File: src/rtl/ps2_host_tx_pkg.sv
// Shared PS/2 definitions: FSM encoding, command bytes, frame geometry, parity helper.
package ps2_host_tx_pkg;

  typedef enum logic [2:0] {
    StIdle,
    StInhibit,
    StRts,
    StSend,
    StAck,
    StWaitIdle
  } state_t;

  localparam logic [7:0] PS2_CMD_SET_LEDS = 8'hED;
  localparam logic [7:0] PS2_CMD_RESET    = 8'hFF;
  localparam logic [7:0] PS2_ACK          = 8'hFA;

  // Host frame: start, 8 data, parity, stop, then the device's ACK bit.
  localparam int unsigned PS2_DATA_BITS  = 8;
  localparam int unsigned PS2_FRAME_BITS = 11;
  // Index of the stop bit counted from the first device falling edge.
  localparam logic [3:0] PS2_STOP_IDX    = 4'd9;

  // Odd parity: the parity bit makes the total count of ones across data+parity odd.
  function automatic logic odd_parity(input logic [7:0] data);
    return ~^data;
  endfunction

endpackage

File: src/rtl/ps2_host_tx_line_sync.sv
// Two-flop synchroniser for the PS/2 clock and data lines plus a falling-edge strobe on clock.
module ps2_host_tx_line_sync (
  input  logic clk,
  input  logic rst_n,
  input  logic ps2_clk_in,
  input  logic ps2_dat_in,
  output logic sync_clk,
  output logic sync_dat,
  output logic fe
);

  logic clk_meta_q, clk_sync_q, clk_dly_q;
  logic dat_meta_q, dat_sync_q;

  // Synchroniser chains; reset to 1 so an idle (pulled-up) bus never looks like an edge.
  always_ff @(posedge clk or negedge rst_n) begin
    if (!rst_n) begin
      clk_meta_q <= 1'b1;
      clk_sync_q <= 1'b1;
      clk_dly_q  <= 1'b1;
      dat_meta_q <= 1'b1;
      dat_sync_q <= 1'b1;
    end else begin
      clk_meta_q <= ps2_clk_in;
      clk_sync_q <= clk_meta_q;
      clk_dly_q  <= clk_sync_q;
      dat_meta_q <= ps2_dat_in;
      dat_sync_q <= dat_meta_q;
    end
  end

  // Outputs: synced levels and a one-cycle strobe on a high-to-low clock transition.
  always_comb begin
    sync_clk = clk_sync_q;
    sync_dat = dat_sync_q;
    fe       = clk_dly_q & ~clk_sync_q;
  end

endmodule

File: src/rtl/ps2_host_tx.sv
// Host-to-device PS/2 transmitter: inhibit, request-to-send, clocked-out frame, ACK check.
// Drives open-drain pull-down enables only; tristates are built at the top level.
module ps2_host_tx
  import ps2_host_tx_pkg::*;
#(
  parameter int unsigned INHIBIT_CYCLES = 2600,
  parameter int unsigned TIMEOUT_CYCLES = 400000
) (
  input  logic       clk,
  input  logic       rst_n,
  input  logic       ps2_clk_in,
  input  logic       ps2_dat_in,
  output logic       ps2_clk_oe,
  output logic       ps2_dat_oe,
  input  logic [7:0] tx_data,
  input  logic       tx_valid,
  output logic       tx_ready,
  output logic       busy,
  output logic       done,
  output logic       ack_ok,
  output logic       error
);

  localparam int unsigned InhW = $clog2(INHIBIT_CYCLES + 1);
  localparam int unsigned WdW  = $clog2(TIMEOUT_CYCLES + 1);
  localparam logic [InhW-1:0] InhLast = InhW'(INHIBIT_CYCLES - 1);
  localparam logic [WdW-1:0]  WdTerm  = WdW'(TIMEOUT_CYCLES);

  logic sync_clk, sync_dat, fe;

  ps2_host_tx_line_sync u_line_sync (
    .clk        (clk),
    .rst_n      (rst_n),
    .ps2_clk_in (ps2_clk_in),
    .ps2_dat_in (ps2_dat_in),
    .sync_clk   (sync_clk),
    .sync_dat   (sync_dat),
    .fe         (fe)
  );

  state_t          state_q, state_d;
  logic [3:0]      bit_cnt_q, bit_cnt_d;
  logic [8:0]      shift_q, shift_d;      // {parity, data}
  logic [InhW-1:0] inh_cnt_q, inh_cnt_d;
  logic [WdW-1:0]  wdog_q, wdog_d;
  logic            clk_oe_q, clk_oe_d;
  logic            dat_oe_q, dat_oe_d;
  logic            ack_res_q, ack_res_d;
  logic            done_q, done_d;
  logic            ack_ok_q, ack_ok_d;
  logic            error_q, error_d;
  logic            wdog_live;

  // State and datapath registers; reset releases both lines immediately.
  always_ff @(posedge clk or negedge rst_n) begin
    if (!rst_n) begin
      state_q   <= StIdle;
      bit_cnt_q <= '0;
      shift_q   <= '0;
      inh_cnt_q <= '0;
      wdog_q    <= '0;
      clk_oe_q  <= 1'b0;
      dat_oe_q  <= 1'b0;
      ack_res_q <= 1'b0;
      done_q    <= 1'b0;
      ack_ok_q  <= 1'b0;
      error_q   <= 1'b0;
    end else begin
      state_q   <= state_d;
      bit_cnt_q <= bit_cnt_d;
      shift_q   <= shift_d;
      inh_cnt_q <= inh_cnt_d;
      wdog_q    <= wdog_d;
      clk_oe_q  <= clk_oe_d;
      dat_oe_q  <= dat_oe_d;
      ack_res_q <= ack_res_d;
      done_q    <= done_d;
      ack_ok_q  <= ack_ok_d;
      error_q   <= error_d;
    end
  end

  // Next-state, line drive and result logic; watchdog expiry overrides everything.
  always_comb begin
    state_d   = state_q;
    bit_cnt_d = bit_cnt_q;
    shift_d   = shift_q;
    inh_cnt_d = inh_cnt_q;
    wdog_d    = wdog_q;
    clk_oe_d  = clk_oe_q;
    dat_oe_d  = dat_oe_q;
    ack_res_d = ack_res_q;
    done_d    = 1'b0;
    ack_ok_d  = 1'b0;
    error_d   = 1'b0;

    wdog_live = (state_q == StRts) || (state_q == StSend) ||
                (state_q == StAck) || (state_q == StWaitIdle);
    if (wdog_live) begin
      if (fe) begin
        wdog_d = '0;
      end else if (wdog_q != WdTerm) begin
        wdog_d = wdog_q + 1'b1;
      end
    end

    unique case (state_q)
      StIdle: begin
        clk_oe_d = 1'b0;
        dat_oe_d = 1'b0;
        if (tx_valid) begin
          shift_d   = {odd_parity(tx_data), tx_data};
          inh_cnt_d = '0;
          clk_oe_d  = 1'b1;
          state_d   = StInhibit;
        end
      end
      StInhibit: begin
        // Pull data low while clock is still held so both lines are never released together.
        if (inh_cnt_q == InhLast) begin
          dat_oe_d = 1'b1;
          wdog_d   = '0;
          state_d  = StRts;
        end else begin
          inh_cnt_d = inh_cnt_q + 1'b1;
        end
      end
      StRts: begin
        clk_oe_d = 1'b0;
        dat_oe_d = 1'b1;
        // First device edge already clocks out data bit 0.
        if (fe) begin
          dat_oe_d  = ~shift_q[0];
          bit_cnt_d = 4'd1;
          state_d   = StSend;
        end
      end
      StSend: begin
        if (fe) begin
          if (bit_cnt_q == PS2_STOP_IDX) begin
            dat_oe_d = 1'b0;
            state_d  = StAck;
          end else begin
            dat_oe_d  = ~shift_q[bit_cnt_q];
            bit_cnt_d = bit_cnt_q + 1'b1;
          end
        end
      end
      StAck: begin
        if (fe) begin
          ack_res_d = ~sync_dat;
          state_d   = StWaitIdle;
        end
      end
      StWaitIdle: begin
        if (sync_clk && sync_dat) begin
          done_d   = 1'b1;
          ack_ok_d = ack_res_q;
          error_d  = ~ack_res_q;
          state_d  = StIdle;
        end
      end
      default: begin
        clk_oe_d = 1'b0;
        dat_oe_d = 1'b0;
        state_d  = StIdle;
      end
    endcase

    if (wdog_live && (wdog_q == WdTerm)) begin
      clk_oe_d = 1'b0;
      dat_oe_d = 1'b0;
      done_d   = 1'b1;
      ack_ok_d = 1'b0;
      error_d  = 1'b1;
      state_d  = StIdle;
    end
  end

  // Outputs straight from registers so the bus lines cannot glitch.
  always_comb begin
    ps2_clk_oe = clk_oe_q;
    ps2_dat_oe = dat_oe_q;
    tx_ready   = (state_q == StIdle);
    busy       = (state_q != StIdle);
    done       = done_q;
    ack_ok     = ack_ok_q;
    error      = error_q;
  end

endmodule
File: config.mk
export PLATFORM = sky130hd
export DESIGN_NAME = ps2_host_tx
export DESIGN_NICKNAME = d
export VERILOG_FILES = /design/src/rtl/ps2_host_tx_pkg.sv /design/src/rtl/ps2_host_tx_line_sync.sv /design/src/rtl/ps2_host_tx.sv
export SDC_FILE = /design/constraint.sdc
export NUM_CORES = 1
export LEC_CHECK = 0
export ABC_AREA = 1
export CAP_MARGIN = 15
export CORE_MARGIN = 4
export CORE_UTILIZATION = 35
export DETAILED_ROUTE_END_ITERATION = 10
export DONT_BUFFER_PORTS = 1
export HOLD_SLACK_MARGIN = 0.12
export PLACE_DENSITY = 0.56
export SLEW_MARGIN = 30
export SYNTH_ARGS = -nofsm -noshare
export SYNTH_HDL_FRONTEND = slang
export SYNTH_SLANG_ARGS = --single-unit
File: constraint.sdc
create_clock -name clk -period 1.7 [get_ports clk]
set_input_delay 0.255 -clock clk [delete_from_list [all_inputs] [get_ports clk]]
set_output_delay 0.255 -clock clk [all_outputs]
set_load 0.02 [all_outputs]
==> impl_metrics.py, run 1 <==
metrics = {
    "run_status": {
        "status": "completed",
    },
    "final_layout": {
        "n_fill_cell": 1031,
        "fin_area_mm2": 0.00422,
        "drive_above_1_share": 0.153,
        "areaGrowthSynthToFinish_pct": 19.3,
        "final_util": 0.430,
        "nNetsFinal": 528,
        "diodes": 0,
        "instances_no_fill": 648,
    },
    "power": {
        "intPower_uw": 3490,
        "pwr-share-seq": 0.338,
        "p_leak_uw": 0.00195,
        "ir_worst_vdd_v": 0.000712,
        "power_density_mw_per_mm2": 1350,
        "p_comb_frac": 0.396,
        "swShare": 0.388,
        "p_sw_uw": 2210,
        "pwr-share-clk": 0.266,
    },
    "sta": {
        "rsz0062_at_grt": "no",
        "maxSlewViolCount": 0,
        "tightest_slew_ns": 0.377,
        "setup_viol_count_final": 0,
        "finalHoldViolCount": 0,
        "period_needed_ns": 1.62,
        "min_period_over_period": 0.954,
        "fin_ws_ns": 0.0784,
        "max_slew_margin": 0.747,
        "fin_skew_ns": 0.00869,
        "finalSetupTns_ns": 0,
        "timing.fmax_ghz": 0.617,
    },
    "synth": {
        "ys_types": 38,
        "synthesis.nets": 489,
        "ys_warn_count": 0,
        "synth_area_leader_cell": "dfrtp_1",
        "synthMostInstantiatedCell": "nand2_1",
        "ys_top_cells_by_area": "dfrtp_1, nand2_1, nand3_1",
        "synth_edf_count": 0,
        "syn-cell-area_mm2": 0.00354,
        "syn_avg_cell_area_um2": 7.51,
        "synth_cells": 471,
        "synth_flop_cell": "dfrtp_1",
        "synth-seq-cells": 58,
        "synth_common_cells": "nand2_1, inv_1, dfrtp_1, nor2_1, nand3_1",
        "postSynth.asyncResetShare": 1.00,
        "synth_top_area_share": 0.375,
        "ys_seq_area_frac": 0.412,
    },
    "route": {
        "vias": 3110,
        "first_pass_iters": 4,
        "ant_nets": 0,
        "wl_per_cell_um": 12.4,
        "drc_errors": 0,
        "first_iter_violations": 102,
        "vias_per_cell": 4.80,
        "routed_wl_um": 8050,
    },
    "clock_tree": {
        "h-tree-depth": 3,
        "worstSkewPairLatency_ns": 0.34,
        "cts_sinks": 58,
        "path_clk_slew_ns": 0.07,
        "cts_buffers": 9,
        "cts_tree": "done",
        "clk_path_buf_depth": 2,
        "root_buffer": "clkbuf_8",
    },
    "floorplan": {
        "chipWidth_um": 109,
        "io_pins": 20,
        "die_area_mm2": 0.0118,
        "row_count": 36,
        "dieHeight_um": 109,
        "initial_core_util": 0.360,
        "core_mm2": 0.00982,
    },
    "placed_design": {
        "dp_cells": 614,
        "io_buffers": 0,
        "dpl.hpwl_um": 5750,
        "place.gp.congestion": 0.843,
        "place_area_mm2": 0.00378,
        "dp_slack_ns": 0.127,
    },
    "critical_path": {
        "cp-start-kind": "flip-flop",
        "cp_max_fo": 4,
        "end_kind": "output port",
        "crit_arrival_ns": 1.37,
        "crit_type": "flip-flop to output port",
        "worstPathRequired_ns": 1.44,
        "rr_worst_depth": 9,
    },
    "global_routing": {
        "grt_usage": 0.155,
        "antenna_found_initial": 0,
        "grt_max_degree": 59,
        "grt_pass1_wl_um": 14400,
        "met2_usage": 0.247,
        "grt-ovfl-total": 0,
        "busiest_layer": "met2",
        "grtUsageMet1": 0.204,
        "use_met3": 0.0281,
        "first_global_vias": 3104,
    },
    "worst_hold_path": {
        "worstHoldPathCells": 6,
        "hold_path.class": "input port to flip-flop",
    },
    "flow_run": {
        "max_cap_violations": 0,
    },
}
cell type report:
cell class              instances  area [um^2]  share of cell area
repair buffers                 37          340              0.0807
flip-flops and latches         58         1460               0.346
multi-input cells             336         1750               0.416
well taps                     133          166              0.0395
clock inverters                 4         72.6              0.0172
inverters                      68          258              0.0611
clock buffers                  12          165              0.0392
sequential cells by signal, indices dropped and copies added (netlist names), 3 cells and up:
signal     cells
bit_cnt_q      4
shift_q        9
state_q        3
inh_cnt_q     12
wdog_q        19
timing repair:
item | 4_1_cts | 5_1_grt
setup buffers | 2 | 3
gates resized for setup | 3 | 5
setup endpoints to repair | 1 | 7
endpoints found under the hold margin | 70 | 0
hold buffers | 13 | 0
pin swaps | 0 | 0
stage by stage:
| stage | total power (uW) | hold WS, ns |
|---|---|---|
| 2_1_floorplan | 3550 | -0.0406 |
| 3_3_place_gp | 4040 | -0.0377 |
| 3_5_place_dp | 4050 | -0.0382 |
| 4_1_cts | 5700 | 0.253 |
| 5_1_grt | 6190 | 0.309 |
| 6_report | 5700 | 0.268 |
worst max-delay path, stage by stage, from the launching register on:
cell,delay [ns]
dfrtp_2,0.44
buf_4,0.16
nor2_4,0.15
buf_4,0.17
inv_1,0.11
worst paths after layout:
path	slack [ns]	endpoint	start
setup / recovery	0.08	busy	state_q[1]
max in group asynchronous	0.95	u_line_sync.sync_dat	rst_n
hold / removal	0.27	state_q[1]	tx_valid
min in group asynchronous	0.43	wdog_q[11]	rst_n
setup reg to reg	0.17	state_q[2]	state_q[2]
hold reg to reg	0.36	u_line_sync.sync_clk	u_line_sync.clk_meta_q
cells by family after synthesis:
| logic type | after synthesis | synth area share |
|---|---|---|
| simple gates | 252 | 0.327 |
| buf+inv | 77 | 0.0945 |
| compound gates | 59 | 0.0994 |
| flops | 58 | 0.412 |
| xor+xnor | 20 | 0.0495 |
| fa+ha+maj | 5 | 0.0177 |
power by group through the flow:
stage | sequential [uW] | combinational [uW] | clock (uW)
2_1_floorplan | 1900 | 1650 | 0
3_3_place_gp | 1980 | 2060 | 0
3_5_place_dp | 1990 | 2070 | 0
4_1_cts | 1950 | 2200 | 1560
5_1_grt | 1980 | 2580 | 1640
6_report | 1930 | 2260 | 1520
layout by cell type (no fill, tap or decap), types with 12 or more instances in the layout:
cell type | Yosys | final
nand4_1 | 15 | 15
o21ai_0 | 17 | 17
dlygate4sd3_1 | 0 | 12
clkbuf_8 | 0 | 12
dfrtp_1 | 53 | 50
a21oi_1 | 13 | 13
inv_1 | 59 | 58
nand3_1 | 49 | 49
buf_4 | 3 | 23
nand2_1 | 111 | 110
nor2_1 | 51 | 48
xor2_1 | 12 | 12
layer usage:
| layer | vias to the layer above | routed length, um |
|---|---|---|
| met3 | 9 | 205 |
| met1 | 1453 | 3890 |
| met2 | 38 | 3820 |
| met5 | - | 0 |
| met4 | 0 | 130 |
| li1 | 1610 | - |
(Power assumes the default switching activity.)
==> run 2: changes to the inputs <==
Settings changed: PLACE_DENSITY 0.56 to default, PLACE_DENSITY_LB_ADDON from default to 0.2.
==> run 2 against run 1 <==
Die area unchanged. Largest power group unchanged. Cell count shrank 0.15%. Via count shrank 0.58%. Global-route usage is 0.14 points lower.
==> impl_metrics.py, run 2 (synthesized netlist as in run 1, its figures left out) <==
metrics = {
    "sta": {
        "timing.fmax_ghz": 0.614,
        "period_needed_ns": 1.63,
        "finalHoldViolCount": 0,
        "setup_viol_count_final": 0,
        "hold_slack_ns": 0.296,
        "fin_skew_ns": 0.00776,
        "maxSlewViolCount": 0,
        "max_slew_margin": 0.758,
        "tightest_slew_ns": 0.359,
        "min_period_over_period": 0.958,
    },
    "worst_hold_path": {
        "hold_path.class": "input port to flip-flop",
    },
    "floorplan": {
        "die_area_mm2": 0.0118,
        "initial_core_util": 0.360,
        "chipWidth_um": 109,
        "core_mm2": 0.00982,
        "io_pins": 20,
        "dieHeight_um": 109,
        "row_count": 36,
    },
    "critical_path": {
        "crit_arrival_ns": 1.37,
        "worstPathRequired_ns": 1.44,
        "slowest_stage": "dfrtp_2",
        "cp-start-kind": "flip-flop",
        "crit_type": "flip-flop to output port",
        "path_cells": "buf_4, nor2_4, buf_6, inv_1",
        "r2r_slack_ns": 0.13,
        "end_kind": "output port",
        "cp_slowest_stage_delay_ns": 0.47,
        "cp_max_fo": 6,
    },
    "power": {
        "p_leak_uw": 0.00192,
        "ir_worst_vdd_v": 0.000854,
        "power_density_mw_per_mm2": 1290,
    },
    "final_layout": {
        "reg.largest.list": "wdog_q: 19 flops, inh_cnt_q: 12 flops, shift_q: 9 flops",
        "nNetsFinal": 527,
        "fin_area_mm2": 0.00417,
        "n_fill_cell": 1048,
        "largest_register_ffs": 19,
        "largest-register": "wdog_q",
        "final_util": 0.425,
        "diodes": 0,
        "drive_above_1_share": 0.158,
        "final_cell_mix": "nand2_1, inv_1, dfrtp_1",
        "mostFrequentLayoutCell": "nand2_1",
        "areaGrowthSynthToFinish_pct": 17.9,
    },
    "placed_design": {
        "place.gp.congestion": 0.890,
        "dpl.hpwl_um": 5760,
        "io_buffers": 0,
        "place_area_mm2": 0.00376,
    },
    "route": {
        "wl_per_cell_um": 12.5,
        "first_pass_iters": 4,
        "drc_errors": 0,
        "vias_per_cell": 4.78,
        "first_iter_violations": 121,
        "ant_nets": 0,
        "routed_wl_um": 8090,
        "vias": 3092,
    },
    "clock_tree": {
        "path_clk_slew_ns": 0.07,
        "cts_buffers": 9,
        "cts_tree": "done",
        "root_buffer": "clkbuf_8",
        "cts_sinks": 58,
        "worstSkewPairLatency_ns": 0.34,
        "clk_path_buf_depth": 2,
        "h-tree-depth": 3,
    },
    "global_routing": {
        "first_global_vias": 3089,
        "grt_pass1_wl_um": 14300,
        "grt-ovfl-total": 0,
        "grt_usage": 0.154,
        "grt_max_degree": 59,
        "antenna_found_initial": 0,
    },
    "run_status": {
        "status": "completed",
    },
    "flow_run": {
        "max_cap_violations": 0,
    },
}
run 2: cell count changes in the layout (fill, tap and decap cells not counted), sizes merged:
cell / previous run / this run
clkbuf: 12 / 10
clkinv: 2 / 6
clkinvlp: 1 / 0
bufinv: 2 / 1
buf: 25 / 24
run 2: per-layer routing:
layer | part of all wire | track usage | vias up
met1 | 0.48 | 0.202 | 1432
met5 | 0 | 0 | -
met3 | 0.052 | 0.0496 | 7
met4 | 0.013 | 0.0397 | 0
li1 | - | - | 1599
met2 | 0.46 | 0.245 | 54
run 2: worst paths after layout:
kind	startpoint	end	cells after the start
min reg2reg	u_line_sync.dat_meta_q	u_line_sync.sync_dat	0
min in group asynchronous	rst_n	wdog_q[14]	2
min	tx_valid	state_q[2]	6
max reg2reg	wdog_q[0]	wdog_q[6]	7
max	state_q[1]	busy	4
max in group asynchronous	rst_n	u_line_sync.clk_meta_q	2
run 2: metrics by stage:
stage                     cells  power, uW  setup WS, ns  setup TNS [ns]
final                       647       5390        0.0716               0
after global routing        647       5880      -0.00697        -0.00697
after CTS                   644       5370        0.0289               0
after detailed placement    613       4000        0.0917               0
after global placement      613       3980        0.0942               0
after floorplan             471       3550         0.213               0
run 2: area by class of cell:
class / count / area, um^2 / area share
inverter: 68 / 258 / 0.0618
multi-input combinational: 336 / 1770 / 0.425
tap: 133 / 166 / 0.0399
sequential: 58 / 1460 / 0.350
timing repair buffer: 36 / 324 / 0.0777
clock inverter: 6 / 58.8 / 0.0141
clock buffer: 10 / 128 / 0.0306
run 2: report_power, final:
part           switching [uW]  internal [uW]
logic                    1380            814
clock network             572            669
registers                 270           1690
total                    2220           3170
run 2: timing repair:
| item | 4_1_cts | 5_1_grt |
|---|---|---|
| resized for setup | 3 | 13 |
| pin swaps | 0 | 3 |
| setup endpoints to repair | 1 | 17 |
| hold buffers | 13 | 0 |
| buffers inserted | 2 | 3 |
| hold endpoints to repair | 70 | 0 |
run 2: worst max-delay path, delay by kind of cell, from the launching register on:
kind / cells / cell delay [ns]
DFF: 1 / 0.47
buffers and inverters: 3 / 0.42
and+or+nand+nor: 1 / 0.15
